**src/rtl/io_out_pkg.sv**
```systemverilog
// io_out_pkg: shared types and widths for the I/O output controller
package io_out_pkg;

    localparam int IO_DATA_W = 64;

    typedef enum logic {
        SRC_CPU = 1'b0,
        SRC_DBG = 1'b1
    } io_src_t;

    typedef struct packed {
        io_src_t                src;
        logic [IO_DATA_W-1:0]   data;
    } io_entry_t;

endpackage

```
**src/rtl/io_out_ctrl_if.sv**
```systemverilog
// io_out_ctrl_if: requester strobes and consumer handshake of the output controller (drop_count under IO_OUT_DROP_CNT_EN)
interface io_out_ctrl_if #(
    parameter int DATA_W = 64,
    parameter int DEPTH  = 8
);
    logic                       req0_write;
    logic [DATA_W-1:0]          req0_data;
    logic                       req1_write;
    logic [DATA_W-1:0]          req1_data;
    logic                       out_valid;
    logic [DATA_W-1:0]          out_data;
    logic                       out_src;
    logic                       out_ready;
    logic [$clog2(DEPTH):0]     fifo_count;
`ifdef IO_OUT_DROP_CNT_EN
    logic [31:0]                drop_count;

    modport master (
        output req0_write, req0_data, req1_write, req1_data, out_ready,
        input  out_valid, out_data, out_src, fifo_count, drop_count
    );
    modport slave (
        input  req0_write, req0_data, req1_write, req1_data, out_ready,
        output out_valid, out_data, out_src, fifo_count, drop_count
    );
`else
    modport master (
        output req0_write, req0_data, req1_write, req1_data, out_ready,
        input  out_valid, out_data, out_src, fifo_count
    );
    modport slave (
        input  req0_write, req0_data, req1_write, req1_data, out_ready,
        output out_valid, out_data, out_src, fifo_count
    );
`endif
endinterface

```
**src/rtl/io_out_fifo.sv**
```systemverilog
// io_out_fifo: first-word-fall-through FIFO of io_entry_t with separate occupancy count
module io_out_fifo
    import io_out_pkg::*;
#(
    parameter int DEPTH = 8,
    localparam int AW = $clog2(DEPTH),
    localparam int CW = AW + 1
) (
    input  logic            clk,
    input  logic            rst,
    input  logic            push_i,
    input  io_entry_t       push_data_i,
    input  logic            pop_i,
    output io_entry_t       head_o,
    output logic            valid_o,
    output logic [CW-1:0]   count_o
);
    io_entry_t          mem_q [DEPTH];
    logic [AW-1:0]      wr_ptr_q, wr_ptr_d, rd_ptr_q, rd_ptr_d;
    logic [CW-1:0]      count_q, count_d;
    logic               do_pop;

    // next-state for pointers and count; pop is ignored when empty
    always_comb begin
        do_pop   = pop_i & valid_o;
        wr_ptr_d = push_i ? wr_ptr_q + 1'b1 : wr_ptr_q;
        rd_ptr_d = do_pop ? rd_ptr_q + 1'b1 : rd_ptr_q;
        count_d  = count_q + CW'(push_i) - CW'(do_pop);
    end

    // pointer and count registers
    always_ff @(posedge clk or posedge rst) begin
        if (rst) begin
            wr_ptr_q <= '0;
            rd_ptr_q <= '0;
            count_q  <= '0;
        end else begin
            wr_ptr_q <= wr_ptr_d;
            rd_ptr_q <= rd_ptr_d;
            count_q  <= count_d;
        end
    end

    // storage needs no reset: the head is masked whenever the FIFO is empty
    always_ff @(posedge clk) begin
        if (push_i) mem_q[wr_ptr_q] <= push_data_i;
    end

    assign valid_o = count_q != '0;
    assign head_o  = valid_o ? mem_q[rd_ptr_q] : '0;
    assign count_o = count_q;

endmodule

```
**src/rtl/io_out_ctrl.sv**
```systemverilog
// io_out_ctrl: edge-detected two-requester round-robin output queue; IO_OUT_DROP_CNT_EN adds a saturating drop counter
module io_out_ctrl
    import io_out_pkg::*;
#(
    parameter int DATA_W = IO_DATA_W,
    parameter int DEPTH  = 8,
    localparam int CW = $clog2(DEPTH) + 1
) (
    input  logic            clk,
    input  logic            rst,
    io_out_ctrl_if.slave    io_if
);
    logic [1:0]         prev_q, pend_q, pend_d, ev, gnt, load;
    logic [DATA_W-1:0]  slot_q [2];
    logic [DATA_W-1:0]  slot_d [2];
    logic               rr_q, rr_d, pop, can_push, push, valid;
    io_entry_t          push_e, head;
    logic [CW-1:0]      count;

    // edge detect, round-robin grant and pending-slot update
    always_comb begin
        ev          = {io_if.req1_write, io_if.req0_write} & ~prev_q;
        pop         = valid & io_if.out_ready;
        can_push    = (count != CW'(DEPTH)) | pop;
        gnt[0]      = can_push & pend_q[0] & (~pend_q[1] | ~rr_q);
        gnt[1]      = can_push & pend_q[1] & (~pend_q[0] | rr_q);
        push        = |gnt;
        push_e.src  = gnt[1] ? SRC_DBG : SRC_CPU;
        push_e.data = gnt[1] ? slot_q[1] : slot_q[0];
        load        = ev & (~pend_q | gnt);
        pend_d      = ev | (pend_q & ~gnt);
        slot_d[0]   = load[0] ? io_if.req0_data : slot_q[0];
        slot_d[1]   = load[1] ? io_if.req1_data : slot_q[1];
        rr_d        = gnt[0] ? 1'b1 : gnt[1] ? 1'b0 : rr_q;
    end

    // requester-side state: previous strobe, pending flags, slot data, round-robin pointer
    always_ff @(posedge clk or posedge rst) begin
        if (rst) begin
            prev_q    <= '0;
            pend_q    <= '0;
            slot_q[0] <= '0;
            slot_q[1] <= '0;
            rr_q      <= 1'b0;
        end else begin
            prev_q    <= {io_if.req1_write, io_if.req0_write};
            pend_q    <= pend_d;
            slot_q[0] <= slot_d[0];
            slot_q[1] <= slot_d[1];
            rr_q      <= rr_d;
        end
    end

    io_out_fifo #(.DEPTH(DEPTH)) u_fifo (
        .clk         (clk),
        .rst         (rst),
        .push_i      (push),
        .push_data_i (push_e),
        .pop_i       (pop),
        .head_o      (head),
        .valid_o     (valid),
        .count_o     (count)
    );

    assign io_if.out_valid  = valid;
    assign io_if.out_data   = head.data;
    assign io_if.out_src    = head.src;
    assign io_if.fifo_count = count;

`ifdef IO_OUT_DROP_CNT_EN
    logic [1:0]     drop;
    logic [32:0]    drop_sum;
    logic [31:0]    drop_q, drop_d;

    // an event dropped when its slot is still occupied and not being granted
    always_comb begin
        drop     = ev & pend_q & ~gnt;
        drop_sum = {1'b0, drop_q} + 33'(drop[0]) + 33'(drop[1]);
        drop_d   = drop_sum[32] ? '1 : drop_sum[31:0];
    end

    // saturating drop counter
    always_ff @(posedge clk or posedge rst) begin
        if (rst) drop_q <= '0;
        else     drop_q <= drop_d;
    end

    assign io_if.drop_count = drop_q;
`endif

endmodule
```
**src/flat_wrapper.sv**
```systemverilog
// flat-port wrapper written by rule: the top's interface ports become plain ports
module io_out_ctrl_flat import io_out_pkg::*;
#(
    parameter int DATA_W = IO_DATA_W,
    parameter int DEPTH  = 8,
    localparam int CW = $clog2(DEPTH) + 1
)
  (clk, rst, io_if_req0_write, io_if_req0_data, io_if_req1_write, io_if_req1_data, io_if_out_ready, io_if_out_valid, io_if_out_data, io_if_out_src, io_if_fifo_count);
  io_out_ctrl_if #(.DATA_W(DATA_W), .DEPTH(DEPTH)) io_if_i ();
  input  logic clk;
  input  logic rst;
  input wire logic [$bits(io_if_i.req0_write)-1:0] io_if_req0_write;
  input wire logic [$bits(io_if_i.req0_data)-1:0] io_if_req0_data;
  input wire logic [$bits(io_if_i.req1_write)-1:0] io_if_req1_write;
  input wire logic [$bits(io_if_i.req1_data)-1:0] io_if_req1_data;
  input wire logic [$bits(io_if_i.out_ready)-1:0] io_if_out_ready;
  output wire logic [$bits(io_if_i.out_valid)-1:0] io_if_out_valid;
  output wire logic [$bits(io_if_i.out_data)-1:0] io_if_out_data;
  output wire logic [$bits(io_if_i.out_src)-1:0] io_if_out_src;
  output wire logic [$bits(io_if_i.fifo_count)-1:0] io_if_fifo_count;
  assign io_if_i.req0_write = io_if_req0_write;
  assign io_if_i.req0_data = io_if_req0_data;
  assign io_if_i.req1_write = io_if_req1_write;
  assign io_if_i.req1_data = io_if_req1_data;
  assign io_if_i.out_ready = io_if_out_ready;
  assign io_if_out_valid = io_if_i.out_valid;
  assign io_if_out_data = io_if_i.out_data;
  assign io_if_out_src = io_if_i.out_src;
  assign io_if_fifo_count = io_if_i.fifo_count;
  io_out_ctrl #(.DATA_W(DATA_W), .DEPTH(DEPTH)) u_core (.clk(clk), .rst(rst), .io_if(io_if_i));
endmodule
```
**config.mk**
```make
export PLATFORM = sky130hd
export DESIGN_NAME = io_out_ctrl_flat
export DESIGN_NICKNAME = d
export VERILOG_FILES = /design/src/rtl/io_out_pkg.sv /design/src/rtl/io_out_ctrl_if.sv /design/src/rtl/io_out_fifo.sv /design/src/rtl/io_out_ctrl.sv /design/src/flat_wrapper.sv
export SDC_FILE = /design/constraint.sdc
export NUM_CORES = 1
export LEC_CHECK = 0
export CAP_MARGIN = 20
export CORE_MARGIN = 5
export CORE_UTILIZATION = 49
export DETAILED_ROUTE_END_ITERATION = 16
export MAX_ROUTING_LAYER = met4
export PLACE_DENSITY_LB_ADDON = 0.2
export SETUP_SLACK_MARGIN = 0.2
export SYNTH_ARGS = -nofsm -noshare
export SYNTH_HDL_FRONTEND = slang
export SYNTH_SLANG_ARGS = --single-unit
```
**constraint.sdc**
```tcl
create_clock -name clk -period 15.6 [get_ports clk]
set_input_delay 3.12 -clock clk [delete_from_list [all_inputs] [get_ports clk]]
set_output_delay 3.12 -clock clk [all_outputs]
set_load 0.05 [all_outputs]
```
==> results.ini, run 1 <==
[synth]
synthSimpleGateAreaFrac_pct = 0.516
yosysWarnings = 0
syn_nets = 1322
synth_area_leaders = edfxtp_1 (60%), dfrtp_1 (14%), mux4_2 (11%), mux2_2 (5.8%), mux2_4 (3.5%)
syn_inst = 1180
muxShareOfSynthArea_pct = 20.6
synth-compound-area-share_pct = 2.67
synthFlopType = edfxtp_1
synth_top_family_by_area = multiplexers
synthXorXnorAreaFrac_pct = 0.203
synth_edf_count = 520
avgSynthCellArea_um2 = 22.0
yosysUniqueCellTypes = 34
synthAdderAreaFrac_pct = 0.463
async_reset_ff_share_pct = 21.6
syn_area_um2 = 25900
synth_top_area_share_pct = 60.2
ys_seq_area_share_pct = 74.0
synth_top_area_cell = edfxtp_1
synth_seq_cells = 663

[worst_setup_path]
worstPathArrival_ns = 3.65
cp_cell_sequence = buf_4 > mux4_2 > a22o_1 > clkdlybuf4s50_1
critPathCaptureType = output port
required_ns = 12.48
cp-start-kind = flip-flop
critPathSlowestCell = dfrtp_4
cp_max_fo = 51
criticalPathCategory = reg2out
critical-path-top-delay-family = buffers and inverters
path_buf_inv = 2
slowest_delay_ns = 0.83

[placement]
placed_cells = 2026
post-place-ws_ns = 9.37
gp_congestion = 0.720
port_buffers = 202
dp.final_hpwl_um = 29100

[floorplanning]
die_h_um = 240
core_area_um2 = 52600
rows = 84
start_util_pct = 49.4
fp.dieW_um = 240
ioPinCount = 203
die_area_um2 = 57600

[timing]
finalClockSkew_ns = 0.0200
slew_violations = 0
rsz0062_at_grt = no
finalSetupTns_ns = 0
finalCriticalPeriod_ns = 6.77
hold_viol_final = 0
setup_viol = 0
tightest_slew_ns = 1.10
post-route-period-util_pct = 43.4
setup_ws_ns = 8.83
max_slew_margin_pct = 26.6
max_freq_ghz = 0.148
whs_ns = 0.500

[drt]
wl_per_cell_um = 25.1
routed_wl_um = 54000
drc = 0
drt_pass1_iterations = 5
vias = 12200
drt_iter0_markers = 888
antenna_left = 0
post_drt_via_cell_ratio = 5.69

[hold_path]
hold_path_class = reg2reg

[power_and_ir_drop]
powerDensity_nw_per_um2 = 210
ir_drop_mv = 0.204
power_leakage_nw = 10.7

[clocking]
post_cts_buffers = 0
cts-root-buf = clkbuf_16
cts_tree = yes
clk_latency_ns = 0.59
cts.sinks = 663
numCtsBuffers = 69
hold_buffers = 0
path_clk_slew_ns = 0.06
h-tree-depth = 3
clk_path_buf_depth = 3
cts_resized = 0

[cells_and_area]
syn_to_final_growth_pct = 19.1
drive_above_1_share_pct = 31.9
fin_nets = 1551
final_cells = 2150

[global_routing]
grt_max_degree = 127
grtUsageTotal_pct = 19.6
grt_pass1_vias = 13300
gr-total-overflow = 0
grt_pass1_wl_um = 82600
antenna_found_initial = 1

[run_status]
run_status = completed

[run]
maxCapViolCount = 0

-- final cells by class --
class,count,area (um2)
Timing Repair Buffer,225,2210
Clock buffer,93,1930
Sequential cell,663,19200
Fill cell,3810,21700
Inverter,10,42.5
Tap cell,688,861
Clock inverter,30,233
Multi-Input combinational cell,440,6400
Antenna cell,1,2.50
-- metal layers --
| layer | GRT usage, % | vias up | part of all wire (%) |
|---|---|---|---|
| met5 | - | - | 0 |
| met3 | 3.54 | 70 | 5.6 |
| met1 | 26.2 | 6503 | 43 |
| met4 | 4.64 | 0 | 1.2 |
| li1 | - | 5297 | - |
| met2 | 31.9 | 357 | 51 |
-- Yosys cell counts (all sizes together), types with 2 or more instances --
library cell and count:
a2111oi 2, a21oi 4, a22o 65, and2 2
and3 2, buf 36, clkbuf 31, dfrtp 143
edfxtp 520, ha 8, inv 10, mux2 194
mux4 130, nand2 3, nand3 2, nor2 3
nor3 2, nor3b 3, nor4b 2, o21ai 4
xnor2 3, xor2 3
-- worst register-to-register path: stages, from the launching register on --
cell and delay (ns):
dfrtp_1 0.34, inv_1 0.07, ha_1 0.26, nand2b_4 0.16, nand3_1 0.14, o21ai_1 0.29, nor4b_2 0.65, buf_4 0.94
-- registers in the layout (all words and copies together) (netlist names) --
name and count:
u_core.u_fifo.mem_q 520, u_core.slot_q 128, u_core.u_fifo.count_o 4, u_core.u_fifo.rd_ptr_q 3
u_core.u_fifo.wr_ptr_q 3, u_core.pend_q 2, u_core.prev_q 2, u_core.rr_q 1
-- worst paths after layout --
kind	slack (ns)	startpoint	cells past startpoint	end
setup / recovery	8.83	u_core.u_fifo.rd_ptr_q[1]$_DFFE_PP0P_	4	io_if_out_data[5]
hold / removal	0.50	u_core.slot_q[89]$_DFFE_PP0P_	1	u_core.slot_q[89]$_DFFE_PP0P_
setup reg to reg	12.31	u_core.u_fifo.count_o[2]$_DFF_PP0_	7	u_core.u_fifo.mem_q[2][29]$_DFFE_PP_
hold reg to reg	0.50	u_core.slot_q[89]$_DFFE_PP0P_	1	u_core.slot_q[89]$_DFFE_PP0P_
max in group asynchronous	11.07	rst	3	u_core.slot_q[26]$_DFFE_PP0P_
min in group asynchronous	3.04	rst	2	u_core.slot_q[16]$_DFFE_PP0P_
-- cell usage in the layout (no fill, tap or decap), types with 4 or more instances in the layout --
| cell type | count |
|---|---|
| clkbuf_16 | 73 |
| clkbuf_1 | 17 |
| buf_4 | 22 |
| inv_1 | 9 |
| clkinv_2 | 19 |
| mux2_2 | 134 |
| clkinv_1 | 4 |
| ha_1 | 8 |
| dfrtp_1 | 141 |
| edfxtp_1 | 520 |
| mux2_4 | 60 |
| clkdlybuf4s50_1 | 202 |
| a22o_1 | 65 |
| mux4_2 | 130 |
-- kinds of logic (layout without fill, tap and decap cells) --
kind of cell | count (synthesis) | count (layout)
flops | 663 | 663
compound gates | 79 | 79
other cells | 0 | 1
buf+inv | 77 | 358
fa+ha+maj | 9 | 9
simple gates | 22 | 22
mux | 324 | 324
xor+xnor | 6 | 6
-- per-stage QoR --
stage | util, % | total power [W] | area [um2]
after global routing | 58.8 | 0.00677 | 30900
after global placement | 54.6 | 0.00495 | 28700
after floorplan | - | 0.00422 | 25900
final | 58.8 | 0.00648 | 30900
after CTS | 58.8 | 0.00657 | 30900
after detailed placement | 54.6 | 0.00499 | 28700
-- power by group --
part	internal [W]	switching, W	total, W
sequential	0.00238	0.000130	0.00251
combinational	0.000941	0.00146	0.00240
clock	0.000920	0.000650	0.00157
total	0.00424	0.00224	0.00648
Power figures use the tool's default switching activity.
==> run 2: changes to the inputs <==
==> constraint.sdc (replaced) <==
create_clock -name clk -period 6.7 [get_ports clk]
set_input_delay 1.34 -clock clk [delete_from_list [all_inputs] [get_ports clk]]
set_output_delay 1.34 -clock clk [all_outputs]
set_load 0.05 [all_outputs]
==> results.ini, run 2 (synthesized netlist as in run 1, its figures left out) <==
[power_and_ir_drop]
ir_drop_mv = 0.414
powerDensity_nw_per_um2 = 490
clockPowerShare_pct = 24.6
power_leakage_nw = 10.7
internal_power_w = 0.00995
switching_share_pct = 34.6
p_sw_w = 0.00526
seqPwrFrac_pct = 38.9
comb_power_share_pct = 36.5

[clocking]
clk_latency_ns = 0.60
numCtsBuffers = 70
path_clk_slew_ns = 0.06
hold_buffers = 0
cts_resized = 0
cts_tree = yes
post_cts_buffers = 0
clk_path_buf_depth = 3
h-tree-depth = 3
cts.sinks = 663
cts-root-buf = clkbuf_16

[floorplanning]
die_h_um = 240
core_area_um2 = 52600
start_util_pct = 49.4
rows = 84
die_area_um2 = 57600
fp.dieW_um = 240
ioPinCount = 203

[cells_and_area]
layout_common_cells = edfxtp_1 (520), clkdlybuf4s50_1 (202), dfrtp_1 (141)
multi_input_comb_area_um2 = 6410
fin_nets = 1555
seqCellArea_um2 = 19200
final_common_cell = edfxtp_1
regMostFlops = u_core.u_fifo.mem_q
antenna_cells = 0
syn_to_final_growth_pct = 19.6
final_cells = 2158
drive_above_1_share_pct = 31.9
largest_reg_flops = 520
num-fill-cells = 3809

[worst_setup_path]
r2r-start = u_core.u_fifo.count_o[3]$_DFF_PP0_
crit_path_start = u_core.u_fifo.rd_ptr_q[0]$_DFFE_PP0P_
cp-start-kind = flip-flop
worstPathArrival_ns = 3.60
criticalPathCategory = reg2out
required_ns = 5.36
critPathCaptureType = output port
cp_max_fo = 50

[placement]
placed_cells = 2029
port_buffers = 202
post-place-ws_ns = 2.27
gp_congestion = 0.711
dp.final_hpwl_um = 29400

[timing]
max_freq_ghz = 0.202
finalClockSkew_ns = 0.0147
post-route-period-util_pct = 73.8
max_slew_margin_pct = 26.9
hold_viol_final = 0
setup_viol = 0
setup_ws_ns = 1.76
slew_violations = 0
finalCriticalPeriod_ns = 4.94
tightest_slew_ns = 1.10
rsz0062_at_grt = no

[global_routing]
grt_pass1_vias = 13400
gr-total-overflow = 0
antenna_found_initial = 0
grt_max_degree = 94
grtUsageTotal_pct = 19.7
grt_pass1_wl_um = 82800

[drt]
antenna_left = 0
drt_pass1_iterations = 5
drt_iter0_markers = 967
vias = 12300
drc = 0
post_drt_via_cell_ratio = 5.69
routed_wl_um = 54200
wl_per_cell_um = 25.1

[hold_path]
hold_path_class = reg2reg
worstHoldStart = u_core.slot_q[25]$_DFFE_PP0P_

[run_status]
run_status = completed

[run]
maxCapViolCount = 0

==> run 2: changes by cell type in the layout (fill, tap and decap cells not counted), sizes merged <==
cell    change
diode       -1
clkbuf      +6
clkinv      -3
inv         +3
buf         +3
==> run 2: critical path: stages (launching register included) <==
cell	delay (ns)
dfrtp_4	0.93
buf_12	0.44
mux4_2	0.56
a22o_1	0.32
clkdlybuf4s50_1	0.74
==> run 2: final timing paths <==
check,to,slack [ns],depth (start not counted)
hold reg to reg,u_core.slot_q[25]$_DFFE_PP0P_,0.50,1
min in group asynchronous,u_core.slot_q[28]$_DFFE_PP0P_,1.33,2
setup reg to reg,u_core.u_fifo.mem_q[7][23]$_DFFE_PP_,3.85,7
setup / recovery,io_if_out_data[63],1.76,4
max in group asynchronous,u_core.u_fifo.rd_ptr_q[1]$_DFFE_PP0P_,3.99,3
hold / removal,u_core.slot_q[25]$_DFFE_PP0P_,0.50,1
==> run 2: power by group through the flow <==
stage          sequential [W]  combinational [W]  clock, W
3_5_place_dp          0.00601            0.00564         0
2_1_floorplan         0.00588            0.00394         0
5_1_grt               0.00600            0.00585   0.00400
3_3_place_gp          0.00596            0.00560         0
4_1_cts               0.00593            0.00566   0.00382
6_report              0.00591            0.00556   0.00373
==> run 2: metal layers <==
metal	vias to the layer above	share of wire (%)	GRT usage, %	wire length, um
li1	5315	-	-	-
met1	6607	44	26.7	23700
met2	282	51	32.2	27500
met3	73	3.7	3.03	2030
met4	0	1.7	4.64	938
met5	-	0	-	0
==> run 2: cell type report <==
cell class / instances / area share [%]
Sequential cell: 663 / 61.9
Clock buffer: 99 / 6.43
Inverter: 10 / 0.137
Timing Repair Buffer: 228 / 7.31
Multi-Input combinational cell: 440 / 20.7
Tap cell: 688 / 2.78
Clock inverter: 30 / 0.771
==> run 2: through the flow <==
step           setup TNS, ns  total power [W]  hold WS, ns  util (%)  instance area, um2
2_1_floorplan        -457.95          0.00982        0.459         -               25900
3_3_place_gp               0           0.0116        0.485      54.8               28800
3_5_place_dp               0           0.0117        0.489      54.8               28800
4_1_cts                    0           0.0154        0.504      59.0               31000
5_1_grt                    0           0.0159        0.516      59.0               31000
6_report                   0           0.0152        0.501      59.0               31000
==> run 3: changes to the inputs <==
==> constraint.sdc (replaced) <==
create_clock -name clk -period 4.2 [get_ports clk]
set_input_delay 0.84 -clock clk [delete_from_list [all_inputs] [get_ports clk]]
set_output_delay 0.84 -clock clk [all_outputs]
set_load 0.05 [all_outputs]
==> results.ini, run 3 (synthesized netlist as in run 1, its figures left out) <==
[worst_setup_path]
r2r_cells = 11
cp-start-kind = flip-flop
worstPathArrival_ns = 3.04
cp_max_fo = 17
critPathCaptureType = output port
criticalPathCategory = reg2out
required_ns = 3.36

[global_routing]
grt_max_degree = 144
grt_pass1_vias = 13500
gr-total-overflow = 0
grtUsageTotal_pct = 19.4
grt-busiest-layer = met2
use_met1_pct = 25.4
grt_use_met2_pct = 31.9
grt_pass1_wl_um = 81700
antenna_found_initial = 0
met3_usage_pct = 3.70

[hold_path]
worstHoldPathCells = 1
hold_path_class = reg2reg

[timing]
setup_viol = 0
tightest_slew_ns = 1.05
post-route-period-util_pct = 92.4
max_freq_ghz = 0.258
whs_ns = 0.503
finalCriticalPeriod_ns = 3.88
rsz0062_at_grt = no
finalClockSkew_ns = 0.0206
max_slew_margin_pct = 29.5
hold_viol_final = 0
slew_violations = 0

[clocking]
path_clk_slew_ns = 0.06
cts.sinks = 663
hold_buffers = 0
clk_latency_ns = 0.60
cts-root-buf = clkbuf_16
cts_tree = yes
numCtsBuffers = 70
h-tree-depth = 3
clk_path_buf_depth = 3

[cells_and_area]
regMostFlops = u_core.u_fifo.mem_q
drive_above_1_share_pct = 32.7
final_common_cell = edfxtp_1
antenna_cells = 0
largest_reg_flops = 520
layout_common_cells = edfxtp_1 (520), clkdlybuf4s50_1 (149), dfrtp_1 (141)
fin_nets = 1569
syn_to_final_growth_pct = 21.6

[run]
maxCapViolCount = 0

[placement]
port_buffers = 202
dp.final_hpwl_um = 30000
gp_congestion = 0.707

[drt]
vias = 12200
post_drt_via_cell_ratio = 5.60
antenna_left = 0
wl_per_cell_um = 24.4
drt_pass1_iterations = 5
drc = 0
routed_wl_um = 52900
drt_iter0_markers = 780

[power_and_ir_drop]
p_total_w = 0.0245
power_leakage_nw = 11.2
powerDensity_nw_per_um2 = 776
ir_drop_mv = 0.476

[floorplanning]
die_h_um = 240
start_util_pct = 49.4
rows = 84
core_area_um2 = 52600
ioPinCount = 203
die_area_um2 = 57600
fp.dieW_um = 240

[run_status]
run_status = completed

## run 3: cell count changes in the layout (fill, tap and decap cells not counted), sizes merged, moves of 2 or more
cell	before	now
clkbuf	99	105
clkdlybuf4s50	202	149
dlygate4sd2	0	32
dlymetal6s2s	0	20
buf	26	41
clkinv	20	18
inv	15	12
## run 3: worst paths after layout
path                                                        from                                    end  slack, ns
max                        u_core.u_fifo.rd_ptr_q[0]$_DFFE_PP0P_                     io_if_out_data[57]       0.32
min                                u_core.slot_q[72]$_DFFE_PP0P_          u_core.slot_q[72]$_DFFE_PP0P_       0.50
max reg2reg                   u_core.u_fifo.count_o[2]$_DFF_PP0_     u_core.u_fifo.count_o[3]$_DFF_PP0_       1.37
min reg2reg                        u_core.slot_q[72]$_DFFE_PP0P_          u_core.slot_q[72]$_DFFE_PP0P_       0.50
max in group asynchronous                                    rst  u_core.u_fifo.rd_ptr_q[0]$_DFFE_PP0P_       2.64
min in group asynchronous                                    rst          u_core.slot_q[30]$_DFFE_PP0P_       0.80
## run 3: through the flow
step	setup TNS [ns]	util (%)	instance area (um2)	std cells	setup WS, ns
5_1_grt	0	60.0	31500	2173	0.213
6_report	0	60.0	31500	2173	0.321
3_3_place_gp	0	55.6	29200	2042	0.670
4_1_cts	0	59.9	31500	2173	0.147
3_5_place_dp	0	55.6	29200	2042	0.663
2_1_floorplan	-1.86	-	26000	1180	-0.0143
## run 3: what timing repair did
| action | 4_1_cts | 5_1_grt |
|---|---|---|
| endpoints found under the setup margin | 62 | 20 |
| gates resized for setup | 32 | 20 |
| buffers inserted | 1 | 0 |
| endpoints found under the hold margin | 0 | 0 |
## run 3: report_power, final
group          switching (W)  total [W]  internal [W]  leakage [nW]
Sequential          0.000502    0.00933       0.00882          6.40
Clock                0.00244    0.00610       0.00366          1.14
Combinational        0.00546    0.00905       0.00359          3.66
## run 3: final cells by class
class / instances / area (um2)
multi-input cells: 440 / 6450
clock buffers: 105 / 2060
inverters: 10 / 41.3
clock inverters: 25 / 251
fillers: 3794 / 21000
well taps: 688 / 861
flip-flops and latches: 663 / 19200
repair buffers: 242 / 2670
## run 3: routing by layer
layer,part of all wire [%],up-vias
met3,4.6,68
li1,-,5353
met5,0,-
met4,1.9,0
met2,52,253
met1,42,6496
## run 3: critical path: stages (launching register included)
cell	delay (ns)
dfrtp_4	0.69
buf_12	0.25
mux4_2	0.53
a22o_1	0.26
clkdlybuf4s50_1	0.72
